`config.mk`:
```
export PLATFORM = sky130hd
export DESIGN_NAME = audio_i2s_tx_flat
export DESIGN_NICKNAME = d
export VERILOG_FILES = /design/src/rtl/audio_pkg.sv /design/src/rtl/audio_i2s_tx_if.sv /design/src/rtl/audio_sample_fifo.sv /design/src/rtl/audio_i2s_tx.sv /design/src/flat_wrapper.sv
export SDC_FILE = /design/constraint.sdc
export NUM_CORES = 1
export LEC_CHECK = 0
export CAP_MARGIN = 30
export CORE_ASPECT_RATIO = 1.25
export CORE_MARGIN = 2
export CORE_UTILIZATION = 51
export DETAILED_ROUTE_END_ITERATION = 12
export GPL_TIMING_DRIVEN = 0
export PLACE_DENSITY = 0.69
export SLEW_MARGIN = 40
export SYNTH_ARGS = -nofsm -noshare
export SYNTH_HDL_FRONTEND = slang
export SYNTH_SLANG_ARGS = --single-unit
```
`constraint.sdc`:
```
create_clock -name clk -period 4.3 [get_ports clk]
set_input_delay 0.645 -clock clk [delete_from_list [all_inputs] [get_ports clk]]
set_output_delay 0.645 -clock clk [all_outputs]
set_load 0.01 [all_outputs]
```
`src/rtl/audio_pkg.sv`:
```
// Shared constants and helpers for the DE1-SoC audio DAC path.
package audio_pkg;

   localparam logic FMT_I2S = 1'b0;
   localparam logic FMT_LJ  = 1'b1;

   function automatic int unsigned clog2(input int unsigned value);
      int unsigned result;
      result = 0;
      while ((32'd1 << result) < value) begin
         result++;
      end
      return result;
   endfunction

endpackage

```
`src/rtl/audio_i2s_tx_if.sv`:
```
// Stereo sample-pair stream from the audio generator into the I2S transmitter.
interface audio_i2s_tx_if #(
   parameter int unsigned SAMPLE_W = 24
);

   logic                s_valid;
   logic                s_ready;
   logic [SAMPLE_W-1:0] s_left;
   logic [SAMPLE_W-1:0] s_right;

   modport master (output s_valid, output s_left, output s_right, input s_ready);
   modport slave  (input s_valid, input s_left, input s_right, output s_ready);

endinterface

```
`src/rtl/audio_sample_fifo.sv`:
```
// Synchronous FIFO of packed {left, right} sample pairs; depth must be a power of two.
module audio_sample_fifo
   import audio_pkg::*;
#(
   parameter int unsigned WIDTH = 48,
   parameter int unsigned DEPTH = 4
) (
   input  logic                  clk,
   input  logic                  reset,
   input  logic                  push,
   input  logic [WIDTH-1:0]      push_data,
   input  logic                  pop,
   output logic [WIDTH-1:0]      pop_data,
   output logic                  full,
   output logic                  empty,
   output logic [clog2(DEPTH):0] level
);

   localparam int unsigned AW = clog2(DEPTH);
   localparam logic [AW:0] FULL_LEVEL = DEPTH[AW:0];

   logic [WIDTH-1:0] mem_q [DEPTH];
   logic [AW-1:0]    wr_ptr_q;
   logic [AW-1:0]    rd_ptr_q;
   logic [AW:0]      level_q;
   logic             do_push;
   logic             do_pop;

   assign full     = (level_q == FULL_LEVEL);
   assign empty    = (level_q == '0);
   assign level    = level_q;
   assign pop_data = mem_q[rd_ptr_q];
   assign do_push  = push & ~full;
   assign do_pop   = pop & ~empty;

   always_ff @(posedge clk) begin
      if (reset) begin
         wr_ptr_q <= '0;
         rd_ptr_q <= '0;
         level_q  <= '0;
      end else begin
         if (do_push) wr_ptr_q <= wr_ptr_q + 1'b1;
         if (do_pop)  rd_ptr_q <= rd_ptr_q + 1'b1;
         if (do_push && !do_pop) begin
            level_q <= level_q + 1'b1;
         end else if (do_pop && !do_push) begin
            level_q <= level_q - 1'b1;
         end
      end
   end

   // Storage needs no reset: the pointers define what is valid.
   always_ff @(posedge clk) begin
      if (do_push) mem_q[wr_ptr_q] <= push_data;
   end

endmodule

```
`src/rtl/audio_i2s_tx.sv`:
```
// I2S / left-justified DAC serializer slaved to codec bclk/lrck, fed from a sample-pair FIFO.
module audio_i2s_tx
   import audio_pkg::*;
#(
   parameter int unsigned SAMPLE_W   = 24,
   parameter int unsigned SLOT_W     = 32,
   parameter int unsigned FIFO_DEPTH = 4
) (
   input  logic                       clk,
   input  logic                       reset,
   input  logic                       fmt,
   audio_i2s_tx_if.slave              s,
   input  logic                       bclk,
   input  logic                       lrck,
   output logic                       dacdat,
   output logic [clog2(FIFO_DEPTH):0] fifo_level,
   output logic                       underrun
);

   localparam int unsigned   PW    = clog2(SLOT_W);
   localparam logic [PW-1:0] P_MAX = PW'(SLOT_W - 1);

   logic                  bclk_s1_q, bclk_s2_q, bclk_h_q;
   logic                  lrck_s1_q, lrck_s2_q;
   logic                  lrck_prev_q, lrck_prev_d;
   logic [PW-1:0]         p_q, p_d;
   logic                  fmt_q, fmt_d;
   logic [SAMPLE_W-1:0]   shadow_l_q, shadow_l_d;
   logic [SAMPLE_W-1:0]   shadow_r_q, shadow_r_d;
   logic [SAMPLE_W-1:0]   shadow_sel;
   logic [SAMPLE_W-1:0]   shadow_shift;
   logic                  dacdat_q, dacdat_d;
   logic                  bfall, chan_start, frame_start;
   logic                  fifo_push, fifo_pop, fifo_full, fifo_empty;
   logic [2*SAMPLE_W-1:0] fifo_rdata;
   int                    k;

   assign s.s_ready = ~fifo_full;
   assign fifo_push = s.s_valid & ~fifo_full;
   assign dacdat    = dacdat_q;

   audio_sample_fifo #(
      .WIDTH (2 * SAMPLE_W),
      .DEPTH (FIFO_DEPTH)
   ) u_fifo (
      .clk       (clk),
      .reset     (reset),
      .push      (fifo_push),
      .push_data ({s.s_left, s.s_right}),
      .pop       (fifo_pop),
      .pop_data  (fifo_rdata),
      .full      (fifo_full),
      .empty     (fifo_empty),
      .level     (fifo_level)
   );

   always_comb begin
      bfall       = bclk_h_q & ~bclk_s2_q & ~reset;
      chan_start  = bfall & (lrck_s2_q != lrck_prev_q);
      frame_start = chan_start & ~lrck_s2_q;
      // A same-cycle push into an empty FIFO never bypasses; that frame underruns.
      fifo_pop    = frame_start & ~fifo_empty;
      underrun    = frame_start & fifo_empty;

      p_d         = p_q;
      lrck_prev_d = lrck_prev_q;
      if (chan_start) begin
         p_d         = '0;
         lrck_prev_d = lrck_s2_q;
      end else if (bfall && (p_q != P_MAX)) begin
         p_d = p_q + 1'b1;
      end

      fmt_d      = fmt_q;
      shadow_l_d = shadow_l_q;
      shadow_r_d = shadow_r_q;
      if (frame_start) begin
         fmt_d      = fmt;
         shadow_l_d = fifo_pop ? fifo_rdata[2*SAMPLE_W-1 -: SAMPLE_W] : '0;
         shadow_r_d = fifo_pop ? fifo_rdata[SAMPLE_W-1:0] : '0;
      end

      // k is the sample bit index for this bclk; outside [0, SAMPLE_W) the line pads with 0.
      k            = int'(p_d) - ((fmt_d == FMT_I2S) ? 1 : 0);
      shadow_sel   = lrck_prev_d ? shadow_r_d : shadow_l_d;
      shadow_shift = shadow_sel << k;
      dacdat_d     = dacdat_q;
      if (bfall) begin
         dacdat_d = ((k >= 0) && (k < int'(SAMPLE_W))) ? shadow_shift[SAMPLE_W-1] : 1'b0;
      end
   end

   always_ff @(posedge clk) begin
      if (reset) begin
         bclk_s1_q   <= 1'b0;
         bclk_s2_q   <= 1'b0;
         bclk_h_q    <= 1'b0;
         lrck_s1_q   <= 1'b0;
         lrck_s2_q   <= 1'b0;
         lrck_prev_q <= 1'b0;
         p_q         <= '0;
         fmt_q       <= FMT_I2S;
         shadow_l_q  <= '0;
         shadow_r_q  <= '0;
         dacdat_q    <= 1'b0;
      end else begin
         bclk_s1_q   <= bclk;
         bclk_s2_q   <= bclk_s1_q;
         bclk_h_q    <= bclk_s2_q;
         lrck_s1_q   <= lrck;
         lrck_s2_q   <= lrck_s1_q;
         lrck_prev_q <= lrck_prev_d;
         p_q         <= p_d;
         fmt_q       <= fmt_d;
         shadow_l_q  <= shadow_l_d;
         shadow_r_q  <= shadow_r_d;
         dacdat_q    <= dacdat_d;
      end
   end

endmodule

```
`src/flat_wrapper.sv`:
```
// flat-port wrapper written by rule: the top's interface ports become plain ports
module audio_i2s_tx_flat import audio_pkg::*;
#(
   parameter int unsigned SAMPLE_W   = 24,
   parameter int unsigned SLOT_W     = 32,
   parameter int unsigned FIFO_DEPTH = 4
)
  (clk, reset, fmt, bclk, lrck, dacdat, fifo_level, underrun, s_s_valid, s_s_left, s_s_right, s_s_ready);
  audio_i2s_tx_if #(.SAMPLE_W(SAMPLE_W)) s_i ();
  input  logic clk;
  input  logic reset;
  input  logic fmt;
  input  logic bclk;
  input  logic lrck;
  output logic dacdat;
  output logic [clog2(FIFO_DEPTH):0] fifo_level;
  output logic underrun;
  input wire logic [$bits(s_i.s_valid)-1:0] s_s_valid;
  input wire logic [$bits(s_i.s_left)-1:0] s_s_left;
  input wire logic [$bits(s_i.s_right)-1:0] s_s_right;
  output wire logic [$bits(s_i.s_ready)-1:0] s_s_ready;
  assign s_i.s_valid = s_s_valid;
  assign s_i.s_left = s_s_left;
  assign s_i.s_right = s_s_right;
  assign s_s_ready = s_i.s_ready;
  audio_i2s_tx #(.SAMPLE_W(SAMPLE_W), .SLOT_W(SLOT_W), .FIFO_DEPTH(FIFO_DEPTH)) u_core (.clk(clk), .reset(reset), .fmt(fmt), .s(s_i), .bclk(bclk), .lrck(lrck), .dacdat(dacdat), .fifo_level(fifo_level), .underrun(underrun));
endmodule
```
# [Yosys cells after proc, flatten, opt, wreduce, memory -nomap -nowiden]
# Memory sizes are Yosys's and may differ from the RTL's. A register that Yosys moved wholly into a read port is not among the register bits.
# Index checks and enable logic that the tools add are counted.
[classes] addsub=6 muxes=17 n_bitwise=14 n_lt_le_gt_ge=2 shift=1 reduce_logical=8 eq_ne=3
[ops] cell="24-bit two-way mux" count=5
[ops] cell="32-bit by 1-bit >= comparator with 1-bit output, second input constant" count=1
[ops] cell="32-bit by 6-bit < comparator with 1-bit output, second input constant" count=1
[ops] cell="24-bit by 32-bit << shifter with 24-bit output" count=1
[ops] cell="6-bit by 32-bit subtractor with 32-bit output" count=1
[ops] cell="5-bit two-way mux" count=2
[ops] cell="1-bit bitwise AND" count=9
[ops] cell="1-bit two-way mux" count=6
[ops] cell="3-bit two-way mux" count=2
[ops] cell="5-bit by 1-bit adder with 5-bit output, second input constant" count=1
[ops] cell="5-bit inequality test, second input constant" count=1
[ops] cell="1-bit NOT" count=5
[ops] cell="2-bit by 1-bit adder with 2-bit output, second input constant" count=2
[ops] cell="1-bit logical AND" count=4
[ops] cell="2-bit two-way mux" count=2
[ops] cell="3-bit by 1-bit adder with 3-bit output, second input constant" count=1
[ops] cell="3-bit == test, second input constant" count=1
[ops] cell="3-bit zero test" count=1
[ops] cell="3-bit by 1-bit subtractor with 3-bit output, second input constant" count=1
[ops] cell="1-bit zero test" count=2
[ops] cell="2-bit nonzero test" count=1
[ops] cell="1-bit inequality test" count=1
[word_totals] ram_bits=192 memories=1 out_inout_bits=6 word_cells=66 regBits=68
[mem_list] name="u_core.u_fifo.mem_q" words=4 word_bits=48 read_ports=1 rd_clocked_by_memory_dff=1 write_ports=1 line="audio_sample_fifo.sv:22" source="logic [WIDTH-1:0] mem_q [DEPTH];"

# [Depth between registers and ports, before layout]
# Gate-level depths: netlist of the first run.
[logic_depth] depth_word=11 depth_mapped=15 depth_no_buf=15

# [By module]
# Synthesis of the first run repeated with hierarchy kept, for this count alone.
[hier_totals] cells_unflattened=721 hier_area_um2=10757.8
[modules_own_cells] mod="audio_sample_fifo" cells_each=298 instances=1 area_each_um2=7380.8 seq_area_each_um2=5945.7
[modules_own_cells] mod="audio_i2s_tx" cells_each=423 instances=1 area_each_um2=3377.0 seq_area_each_um2=1221.2

# [Worst setup path after synthesis of the first run]
# OpenSTA, ideal clock, no wires.
[synth_path] path_kind="input to register" startpoint="in reset" endpoint="reg u_core.dacdat_q (netlist: u_core.dacdat)" setup_slack_ps=821 cell_stages=13 arrival_ps=3418 n_path_buf=3 path_cell_list="buf_6 > nor3b_4 > nand2_1 > clkbuf_1 > buf_1 > mux2i_1 > ha_1 > ha_1 > or4_1 > a221oi_1 > nand4_1 > o211ai_1 > and4_1"
[synth_via] elab_chain_len=10 elab_cells_between_ends=22 cone_classes="add/sub (1); order compare (2); shift (1); mux (11); bitwise (5); reduce/logical (2)"
[synth_lines] item="start: declaration" line="flat_wrapper.sv:11" source="input logic reset;"
[synth_lines] item="1-bit NOT" line="audio_i2s_tx.sv:58" source="bfall = bclk_h_q & ~bclk_s2_q & ~reset;"
[synth_lines] item="1-bit bitwise AND" line="audio_i2s_tx.sv:58"
[synth_lines] item="1-bit bitwise AND" line="audio_i2s_tx.sv:59" source="chan_start = bfall & (lrck_s2_q != lrck_prev_q);"
[synth_lines] item="1-bit bitwise AND" line="audio_i2s_tx.sv:60" source="frame_start = chan_start & ~lrck_s2_q;"
[synth_lines] item="1-bit two-way mux / 1-bit bitwise AND (equally long branches)" line="audio_i2s_tx.sv:77, audio_i2s_tx.sv:62"
[synth_lines] item="1-bit two-way mux (tied with other cells)" line="audio_i2s_tx.sv:84" source="k = int'(p_d) - ((fmt_d == FMT_I2S) ? 1 : 0);"
[synth_lines] item="6-bit by 32-bit subtractor with 32-bit output / 24-bit two-way mux (equally long branches)" line="audio_i2s_tx.sv:84, audio_i2s_tx.sv:77"
[synth_lines] item="32-bit by 1-bit >= comparator with 1-bit output (tied with other cells)" line="audio_i2s_tx.sv:89" source="dacdat_d = ((k >= 0) && (k < int'(SAMPLE_W))) ? shadow_shift[SAMPLE_W-1] : 1'b0;"
[synth_lines] item="1-bit logical AND / 24-bit by 32-bit << shifter with 24-bit output (equally long branches)" line="audio_i2s_tx.sv:89, audio_i2s_tx.sv:86"
[synth_lines] item="1-bit two-way mux" line="audio_i2s_tx.sv:89"
[synth_lines] item="end signal: assignment" line="audio_i2s_tx.sv:117" source="dacdat_q <= dacdat_d;"
[synth_lines] item="end: declaration" line="audio_i2s_tx.sv:32" source="logic dacdat_q, dacdat_d;"
# Parallel ways exist; a longest one is shown, timed or not.
# A chain may end at the register's enable or synchronous reset.

# [Worst setup path after layout of the first run]
[layout_path] startpoint="in reset" endpoint="out underrun"
[layout_via] elab_chain_len=5
[layout_lines] item="1-bit NOT" line="audio_i2s_tx.sv:58"
[layout_lines] item="1-bit bitwise AND" line="audio_i2s_tx.sv:58"
[layout_lines] item="1-bit bitwise AND" line="audio_i2s_tx.sv:59"
[layout_lines] item="1-bit bitwise AND" line="audio_i2s_tx.sv:60"
[layout_lines] item="1-bit bitwise AND" line="audio_i2s_tx.sv:63" source="underrun = frame_start & fifo_empty;"
[layout_lines] item="end: declaration" line="flat_wrapper.sv:17" source="output logic underrun;"
# Every way passes these cells.

==> results_tabular.tex, run 1 <==
\begin{tabular}{lr}
\hline
Metric & Value \\
\hline
\multicolumn{2}{l}{\textbf{Routing}} \\
\quad Detailed Route Iter0 Violations & 416 \\
\quad Routed Antenna Nets & 0 \\
\quad Detailed-route vias per instance & 5.767 \\
\quad Pre-antenna DRT Iters & 5 \\
\quad Via count & just under 6,000 \\
\quad Final wirelength & 21.69 mm \\
\quad Top Metal Used & met4 \\
\quad Detailed-route wire length on metal 1 & 8.677 mm \\
\quad Post-detailed-route wirelength per cell & 21.21 um \\
\quad DRC errors left & 0 \\
\quad Met2 routed wirelength & 10.95 mm \\
\quad Met3 routed wirelength & 1.116 mm \\
\multicolumn{2}{l}{\textbf{Yosys}} \\
\quad Synth cell types & 63 \\
\quad Average size of a mapped cell & 16.07 um2 \\
\quad Seq cells post-synth & 262 \\
\quad YS warnings & 0 \\
\quad Mapped Nets & around 710 \\
\quad Netlist area before placement & 0.01033 mm2 \\
\quad Gate count after technology mapping & 643 \\
\quad Share of the yosys chip area belonging to registers & 0.6935 \\
\quad Most common flop cell mapped by yosys & edfxtp\_1 \\
\quad Number of flops mapped to enable cells by yosys & 192 \\
\quad Async set-or-reset flop fraction in the synthesized netlist & 0 \\
\multicolumn{2}{l}{\textbf{Timing}} \\
\quad Endpoints failing hold & 0 \\
\quad Post-layout min period & slightly above 4000 ps \\
\quad Final-report setup violation count & 0 \\
\quad Highest clock rate & 242.3 MHz \\
\quad Unrepaired setup endpoints after global routing & no \\
\quad Slew HR & 0.5699 \\
\quad Actual transition at the worst max-transition pin & 645.2 ps \\
\quad Max-slew violations & 0 \\
\quad Post-route setup slack & approximately 170 ps \\
\quad Post-route fraction of the period consumed by the critical path & 0.9598 \\
\quad Worst Clk Skew & roughly 8.3 ps \\
\multicolumn{2}{l}{\textbf{Place}} \\
\quad Dpl ws & -428.3 ps \\
\quad Final estimated routing congestion in global placement & between 0.9 and 1 \\
\quad DPL Wire Length & $\sim$15 mm \\
\quad Area of placed instances & between 0.01 and 0.015 mm2 \\
\quad Port buffer count & 59 \\
\multicolumn{2}{l}{\textbf{GRT}} \\
\quad Wire length of the first global-routing pass & 33.91 mm \\
\quad Total congestion overflow after global routing & 0 \\
\quad Number of antenna violations at the first check in global routing & 0 \\
\quad Via count of the first global-routing pass & 6,173 \\
\quad Maximum number of pins on one net before global-route repair & 36 \\
\quad Total track usage & 0.2053 \\
\multicolumn{2}{l}{\textbf{Setup path}} \\
\quad Worst EP required & 3650 ps \\
\quad Kind of critical path & in2out \\
\quad Worst path arrival time & about 3500 ps \\
\quad Startpoint kind of the worst setup timing path & primary input \\
\quad Type of element capturing the critical path & primary output \\
\quad Maximum fanout along the worst path & 10 \\
\multicolumn{2}{l}{\textbf{Die}} \\
\quad Standard cell core area & between 0.02 and 0.025 mm2 \\
\quad Chip width & 131.3 um \\
\quad Starting utilization of the core area & 0.5160 \\
\quad Die Y & 163.2 um \\
\quad Number of rows created at floorplan & 58 \\
\quad Boundary pin count & 60 \\
\quad Die area & 0.02143 mm2 \\
\multicolumn{2}{l}{\textbf{Clocking}} \\
\quad \# hold bufs at CTS & 0 \\
\quad CTS tree & done \\
\quad Number of levels in the clock H-tree & 1 \\
\quad Clock transition at the registers of the reported paths & 60 ps \\
\quad Total number of clock tree sinks & 262 \\
\quad Total CTS buffers & 25 \\
\quad Max clock buf depth & 3 \\
\quad Clock Tree Root & clkbuf\_16 \\
\quad Insertion delay of the later-clocked pin in the worst-skew pair & 510 ps \\
\multicolumn{2}{l}{\textbf{Pwr}} \\
\quad Power per Cell Area & 445.9 mW/mm2 \\
\quad Worst VDD drop & 0.0003889 V \\
\quad Static leakage & 0.003915 uW \\
\multicolumn{2}{l}{\textbf{Cells and area}} \\
\quad Area added between synthesis and finish & 17.86\% \\
\quad Antenna Cells & 0 \\
\quad Post-layout nets & 801 \\
\quad Most common cell after layout, fill and taps aside & edfxtp\_1 \\
\quad Share of post-route cells with drive strength above 1 & 0.1633 \\
\quad Cell area after layout & 0.01218 mm2 \\
\quad Commonest cells after routing, fill and taps aside & 192 x edfxtp\_1, 70 x dfxtp\_1, 62 x nor2\_1, 59 x clkdlybuf4s50\_1, 49 x mux4\_2 \\
\multicolumn{2}{l}{\textbf{Status}} \\
\quad Outcome & completed \\
\multicolumn{2}{l}{\textbf{Job}} \\
\quad Number of violations of the max-capacitance limit & 0 \\
\multicolumn{2}{l}{\textbf{Min path}} \\
\quad Worst hold path type & reg2reg \\
\hline
\end{tabular}
==> kinds of logic after synthesis <==
logic type                 Yosys count  synth area share
and+or+nand+nor                    142           0.07034
AOI/OAI and AO/OA                  117           0.08136
DFF                                262            0.6935
xor gates and xnor gates             7          0.005932
buffers and inverters               49           0.02203
muxes                               54            0.1116
adders and majority gates           12           0.01525
==> layout make-up <==
| type | instances | area (um2) |
|---|---|---|
| plain buffers | 36 | 181.4 |
| clock buffers | 42 | 772.0 |
| clock inverters | 3 | 18.77 |
| fillers | 1522 | 7849 |
| inverters | 13 | 48.80 |
| multi-input cells | 332 | 2969 |
| flip-flops and latches | 262 | 7167 |
| well taps | 270 | 337.8 |
| repair buffers | 65 | 685.7 |
==> cell usage after synthesis, types with 3 or more instances <==
| cell type | number | share of area |
|---|---|---|
| inv_1 | 13 | 0.0047 |
| or3_1 | 3 | 0.0018 |
| a221oi_1 | 5 | 0.0042 |
| clkbuf_1 | 14 | 0.0051 |
| and2_1 | 5 | 0.0030 |
| a21oi_1 | 21 | 0.010 |
| xnor2_1 | 3 | 0.0025 |
| xor2_1 | 4 | 0.0034 |
| and3_1 | 6 | 0.0036 |
| nor3b_1 | 3 | 0.0022 |
| mux2i_1 | 5 | 0.0048 |
| buf_1 | 8 | 0.0029 |
| nor3_1 | 3 | 0.0015 |
| buf_4 | 3 | 0.0022 |
| edfxtp_1 | 192 | 0.56 |
| a21o_1 | 5 | 0.0036 |
| mux4_2 | 49 | 0.11 |
| nor2_1 | 62 | 0.023 |
| buf_6 | 3 | 0.0033 |
| dfxtp_1 | 70 | 0.14 |
| a211oi_1 | 8 | 0.0058 |
| and4_1 | 3 | 0.0025 |
| ha_1 | 11 | 0.013 |
| o21ai_0 | 13 | 0.0063 |
| a22oi_1 | 36 | 0.026 |
| nand2_1 | 21 | 0.0076 |
| buf_2 | 8 | 0.0039 |
| nand2b_1 | 5 | 0.0030 |
| o2111ai_1 | 3 | 0.0025 |
| nand3_1 | 8 | 0.0039 |
| nor2b_1 | 10 | 0.0061 |
==> worst paths after layout <==
check                startpoint          endpoint  slack [ps]  depth (start not counted)
max                       reset          underrun         170                          9
min            u_core.bclk_s1_q  u_core.bclk_s2_q         440                          1
max reg2reg  u_core.lrck_prev_q     u_core.dacdat         470                         15
min reg2reg    u_core.bclk_s1_q  u_core.bclk_s2_q         440                          1
==> report_power, final <==
group          leakage (uW)  switching, uW  internal, uW
clock              0.000387            866          1220
combinational       0.00120            238           182
sequential          0.00233           42.2          2880
==> per-stage QoR <==
stage	hold WS [ps]	total power, uW	util	TNS (ps)	instances
4_1_cts	452.8	5480	0.6071	0	1021
6_report	444.5	5431	0.6081	0	1023
3_3_place_gp	434.7	3371	0.5623	-428.7	972
3_5_place_dp	435.8	3406	0.5677	-428.3	976
5_1_grt	458.9	5616	0.6081	0	1023
2_1_floorplan	413.8	3186	-	0	643
==> layer usage <==
layer / vias to the layer above / global-route usage
met5: - / 0
met4: 0 / 0.08943
met3: 54 / 0.03290
met2: 189 / 0.3615
met1: 2952 / 0.2536
li1: 2705 / -
==> worst max-delay path: stages <==
cell             delay (ps)
clkdlybuf4s50_1         430
buf_6                   160
nor3b_4                 380
nand2_1                 250
clkbuf_2                270
clkbuf_2                260
clkbuf_1                320
nor2_1                  200
clkdlybuf4s50_1         550
==> registers in the layout, summed over array words and instances (netlist names), 2 cells and up, named ones only <==
| register | flops |
|---|---|
| u_core.u_fifo.rd_ptr_q | 2 |
| u_core.u_fifo.mem_q | 192 |
| u_core.p_q | 5 |
| u_core.shadow_l_q | 24 |
| u_core.u_fifo.wr_ptr_q | 2 |
| u_core.shadow_r_q | 24 |
| u_core.u_fifo.level | 3 |
==> repair_timing <==
| action | CTS | global route |
|---|---|---|
| endpoints found under the hold margin | 0 | 0 |
| setup endpoints to repair | 0 | 2 |
| buffers inserted | 0 | 2 |
| gates resized for setup | 0 | 4 |
Power figures use the tool's default switching activity.
==> run 2, diff against run 1 <==
- CTS_CLUSTER_DIAMETER: not set -> 150
==> results of run 2 <==
Final layout, timing and power as in run 1 (identical DEF).
==> run 3, diff against run 2 <==
- CAP_MARGIN: 30 -> 20
- CORE_MARGIN: 2 -> 3
==> run 3 against run 2 <==
Against the previous run:
- final area is 0.64% higher
- clock power is 6% higher
- hold slack better by 7.6 ps
- register-to-register slack better by 50 ps
- total power is 2.5% higher
- non-clock buffer count is 2 higher
- sequential power hardly changed
- global-route usage is 0.41 points lower
- die area is 2.8% higher
- critical path depth stayed put
- core utilization is 1.5 points higher
- critical endpoint unchanged
- highest routed layer unchanged
==> results_tabular.tex, run 3 (synthesis gave the netlist of run 1 again) <==
\begin{tabular}{lr}
\hline
Metric & Value \\
\hline
\multicolumn{2}{l}{\textbf{Routing}} \\
\quad Routed Antenna Nets & 0 \\
\quad Final wirelength & 21.89 mm \\
\quad Detailed Route Iter0 Violations & between 400 and 500 \\
\quad Via count & 5,893 \\
\quad Pre-antenna DRT Iters & 5 \\
\quad Detailed-route vias per instance & about 5.8 \\
\quad Post-detailed-route wirelength per cell & 21.40 um \\
\quad DRC errors left & 0 \\
\multicolumn{2}{l}{\textbf{Cells and area}} \\
\quad Share of post-route cells with drive strength above 1 & 0.1728 \\
\quad Antenna Cells & 0 \\
\quad Post-layout nets & 804 \\
\quad Most common cell after layout, fill and taps aside & edfxtp\_1 \\
\quad Largest Register & u\_core.u\_fifo.mem\_q \\
\quad Number of flip-flops under the largest register name & 192 \\
\quad Largest regs & u\_core.u\_fifo.mem\_q x192, u\_core.shadow\_l\_q x24, u\_core.shadow\_r\_q x24 \\
\quad Commonest cells after routing, fill and taps aside & 192 x edfxtp\_1, 70 x dfxtp\_1, 62 x nor2\_1, 59 x clkdlybuf4s50\_1, 49 x mux4\_2 \\
\quad Cell area after layout & about 0.012 mm2 \\
\quad \# fillers & 1,469 \\
\quad Area added between synthesis and finish & 18.61\% \\
\multicolumn{2}{l}{\textbf{Die}} \\
\quad Die Y & between 150 and 200 um \\
\quad Number of rows created at floorplan & 57 \\
\quad Boundary pin count & 60 \\
\quad Die area & approximately 0.022 mm2 \\
\quad Standard cell core area & just under 0.02 mm2 \\
\quad Chip width & 133.3 um \\
\quad Starting utilization of the core area & 0.5250 \\
\multicolumn{2}{l}{\textbf{Timing}} \\
\quad Post-route fraction of the period consumed by the critical path & 0.9456 \\
\quad Unrepaired setup endpoints after global routing & no \\
\quad Max-slew violations & 0 \\
\quad Final-report setup violation count & 0 \\
\quad Post-layout min period & about 4000 ps \\
\quad Slew HR & 0.5705 \\
\quad Actual transition at the worst max-transition pin & 644.2 ps \\
\quad WHS & 452.1 ps \\
\quad Endpoints failing hold & 0 \\
\quad Highest clock rate & approximately 250 MHz \\
\quad Worst Clk Skew & 8.620 ps \\
\multicolumn{2}{l}{\textbf{Pwr}} \\
\quad Power per Cell Area & 454.1 mW/mm2 \\
\quad Total chip power & 5567 uW \\
\quad Worst VDD drop & 0.0003381 V \\
\quad Static leakage & just under 0.004 uW \\
\multicolumn{2}{l}{\textbf{GRT}} \\
\quad Wire length of the first global-routing pass & 34.19 mm \\
\quad Via count of the first global-routing pass & between 6,000 and 7,000 \\
\quad Number of antenna violations at the first check in global routing & 0 \\
\quad Total track usage & 0.2013 \\
\quad Maximum number of pins on one net before global-route repair & 36 \\
\quad Total congestion overflow after global routing & 0 \\
\multicolumn{2}{l}{\textbf{Job}} \\
\quad Number of violations of the max-capacitance limit & 0 \\
\multicolumn{2}{l}{\textbf{Clocking}} \\
\quad Clock transition at the registers of the reported paths & 60 ps \\
\quad CTS tree & done \\
\quad Insertion delay of the later-clocked pin in the worst-skew pair & $\sim$520 ps \\
\quad Number of levels in the clock H-tree & 1 \\
\quad Total CTS buffers & 26 \\
\quad Max clock buf depth & 3 \\
\quad Clock Tree Root & clkbuf\_16 \\
\quad \# hold bufs at CTS & 0 \\
\quad Total number of clock tree sinks & 262 \\
\multicolumn{2}{l}{\textbf{Min path}} \\
\quad Worst hold path type & reg2reg \\
\quad Hold Path Origin & u\_core.bclk\_s1\_q \\
\quad Hold endpoint & u\_core.bclk\_s2\_q \\
\quad Number of stages on the worst hold path & 1 \\
\multicolumn{2}{l}{\textbf{Setup path}} \\
\quad Number of cells traversed by the worst register-to-register path & 15 \\
\quad Source of the worst register-to-register timing path & u\_core.lrck\_prev\_q \\
\quad Kind of critical path & in2out \\
\quad Type of element capturing the critical path & primary output \\
\quad Worst EP required & 3650 ps \\
\quad Startpoint kind of the worst setup timing path & primary input \\
\quad Maximum fanout along the worst path & 10 \\
\quad Setup slack on the worst flop-to-flop path & 520 ps \\
\quad Worst path arrival time & 3420 ps \\
\quad Reg-to-Reg End & u\_core.dacdat \\
\multicolumn{2}{l}{\textbf{Status}} \\
\quad Outcome & completed \\
\multicolumn{2}{l}{\textbf{Place}} \\
\quad Port buffer count & between 50 and 60 \\
\quad Final estimated routing congestion in global placement & about 0.9 \\
\quad DPL Wire Length & 15.00 mm \\
\quad Area of placed instances & 0.01136 mm2 \\
\hline
\end{tabular}
-- run 3: final cells by class --
class	instances	area, um2	area share
Clock inverter	8	71.32	0.005818
Inverter	13	48.80	0.003981
Clock buffer	40	785.8	0.06410
Buffer	36	181.4	0.01480
Tap cell	265	331.6	0.02705
Sequential cell	262	7167	0.5847
Timing Repair Buffer	67	700.7	0.05716
Multi-Input combinational cell	332	2972	0.2424
-- run 3: worst max path at each step --
stage,startpoint,endpoint,slack [ps],cells past startpoint
2_1_floorplan,reset,u_core.dacdat,820,13
3_3_place_gp,reset,u_core.dacdat,-470,16
3_5_place_dp,reset,u_core.dacdat,-520,16
4_1_cts,reset,underrun,80,9
5_1_grt,reset,u_core.dacdat,40,16
6_report,reset,underrun,230,9
-- run 3: layer usage --
metal / global-route usage / routed length (um)
met3: 0.02697 / 983
met2: 0.3477 / 11180
met4: 0.07297 / 726
met1: 0.2645 / 9005
met5: 0 / 0
-- run 3: critical path: stages --
cell and delay [ps]:
clkdlybuf4s50_1 440, buf_6 170, nor3b_4 390, nand2_2 190, clkbuf_2 270, buf_2 270, clkbuf_1 300, nor2_1 190
clkdlybuf4s50_1 550
-- run 3: through the flow --
| step | std cells | setup TNS, ps | utilization | setup WS (ps) |
|---|---|---|---|---|
| finish | 1023 | 0 | 0.6227 | 234.1 |
| floorplan | 643 | 0 | - | 820.7 |
| global route | 1023 | 0 | 0.6227 | 38.13 |
| global placement | 967 | -471.6 | 0.5719 | -471.6 |
| detailed placement | 971 | -593.5 | 0.5773 | -517.5 |
| CTS | 1019 | 0 | 0.6209 | 80.65 |
-- run 3: report_power, final --
| part | internal (uW) | total, uW | switching (uW) | leakage [uW] |
|---|---|---|---|---|
| clock | 1320 | 2220 | 903 | 0.000423 |
| combinational | 183 | 419 | 237 | 0.00121 |
| sequential | 2880 | 2920 | 42.6 | 0.00233 |
| total | 4380 | 5570 | 1180 | 0.00396 |
-- run 3: timing repair --
| action | 4_1_cts | 5_1_grt |
|---|---|---|
| setup buffers | 0 | 4 |
| resized for setup | 1 | 4 |
| setup endpoints to repair | 2 | 2 |
| pin swaps | 0 | 1 |
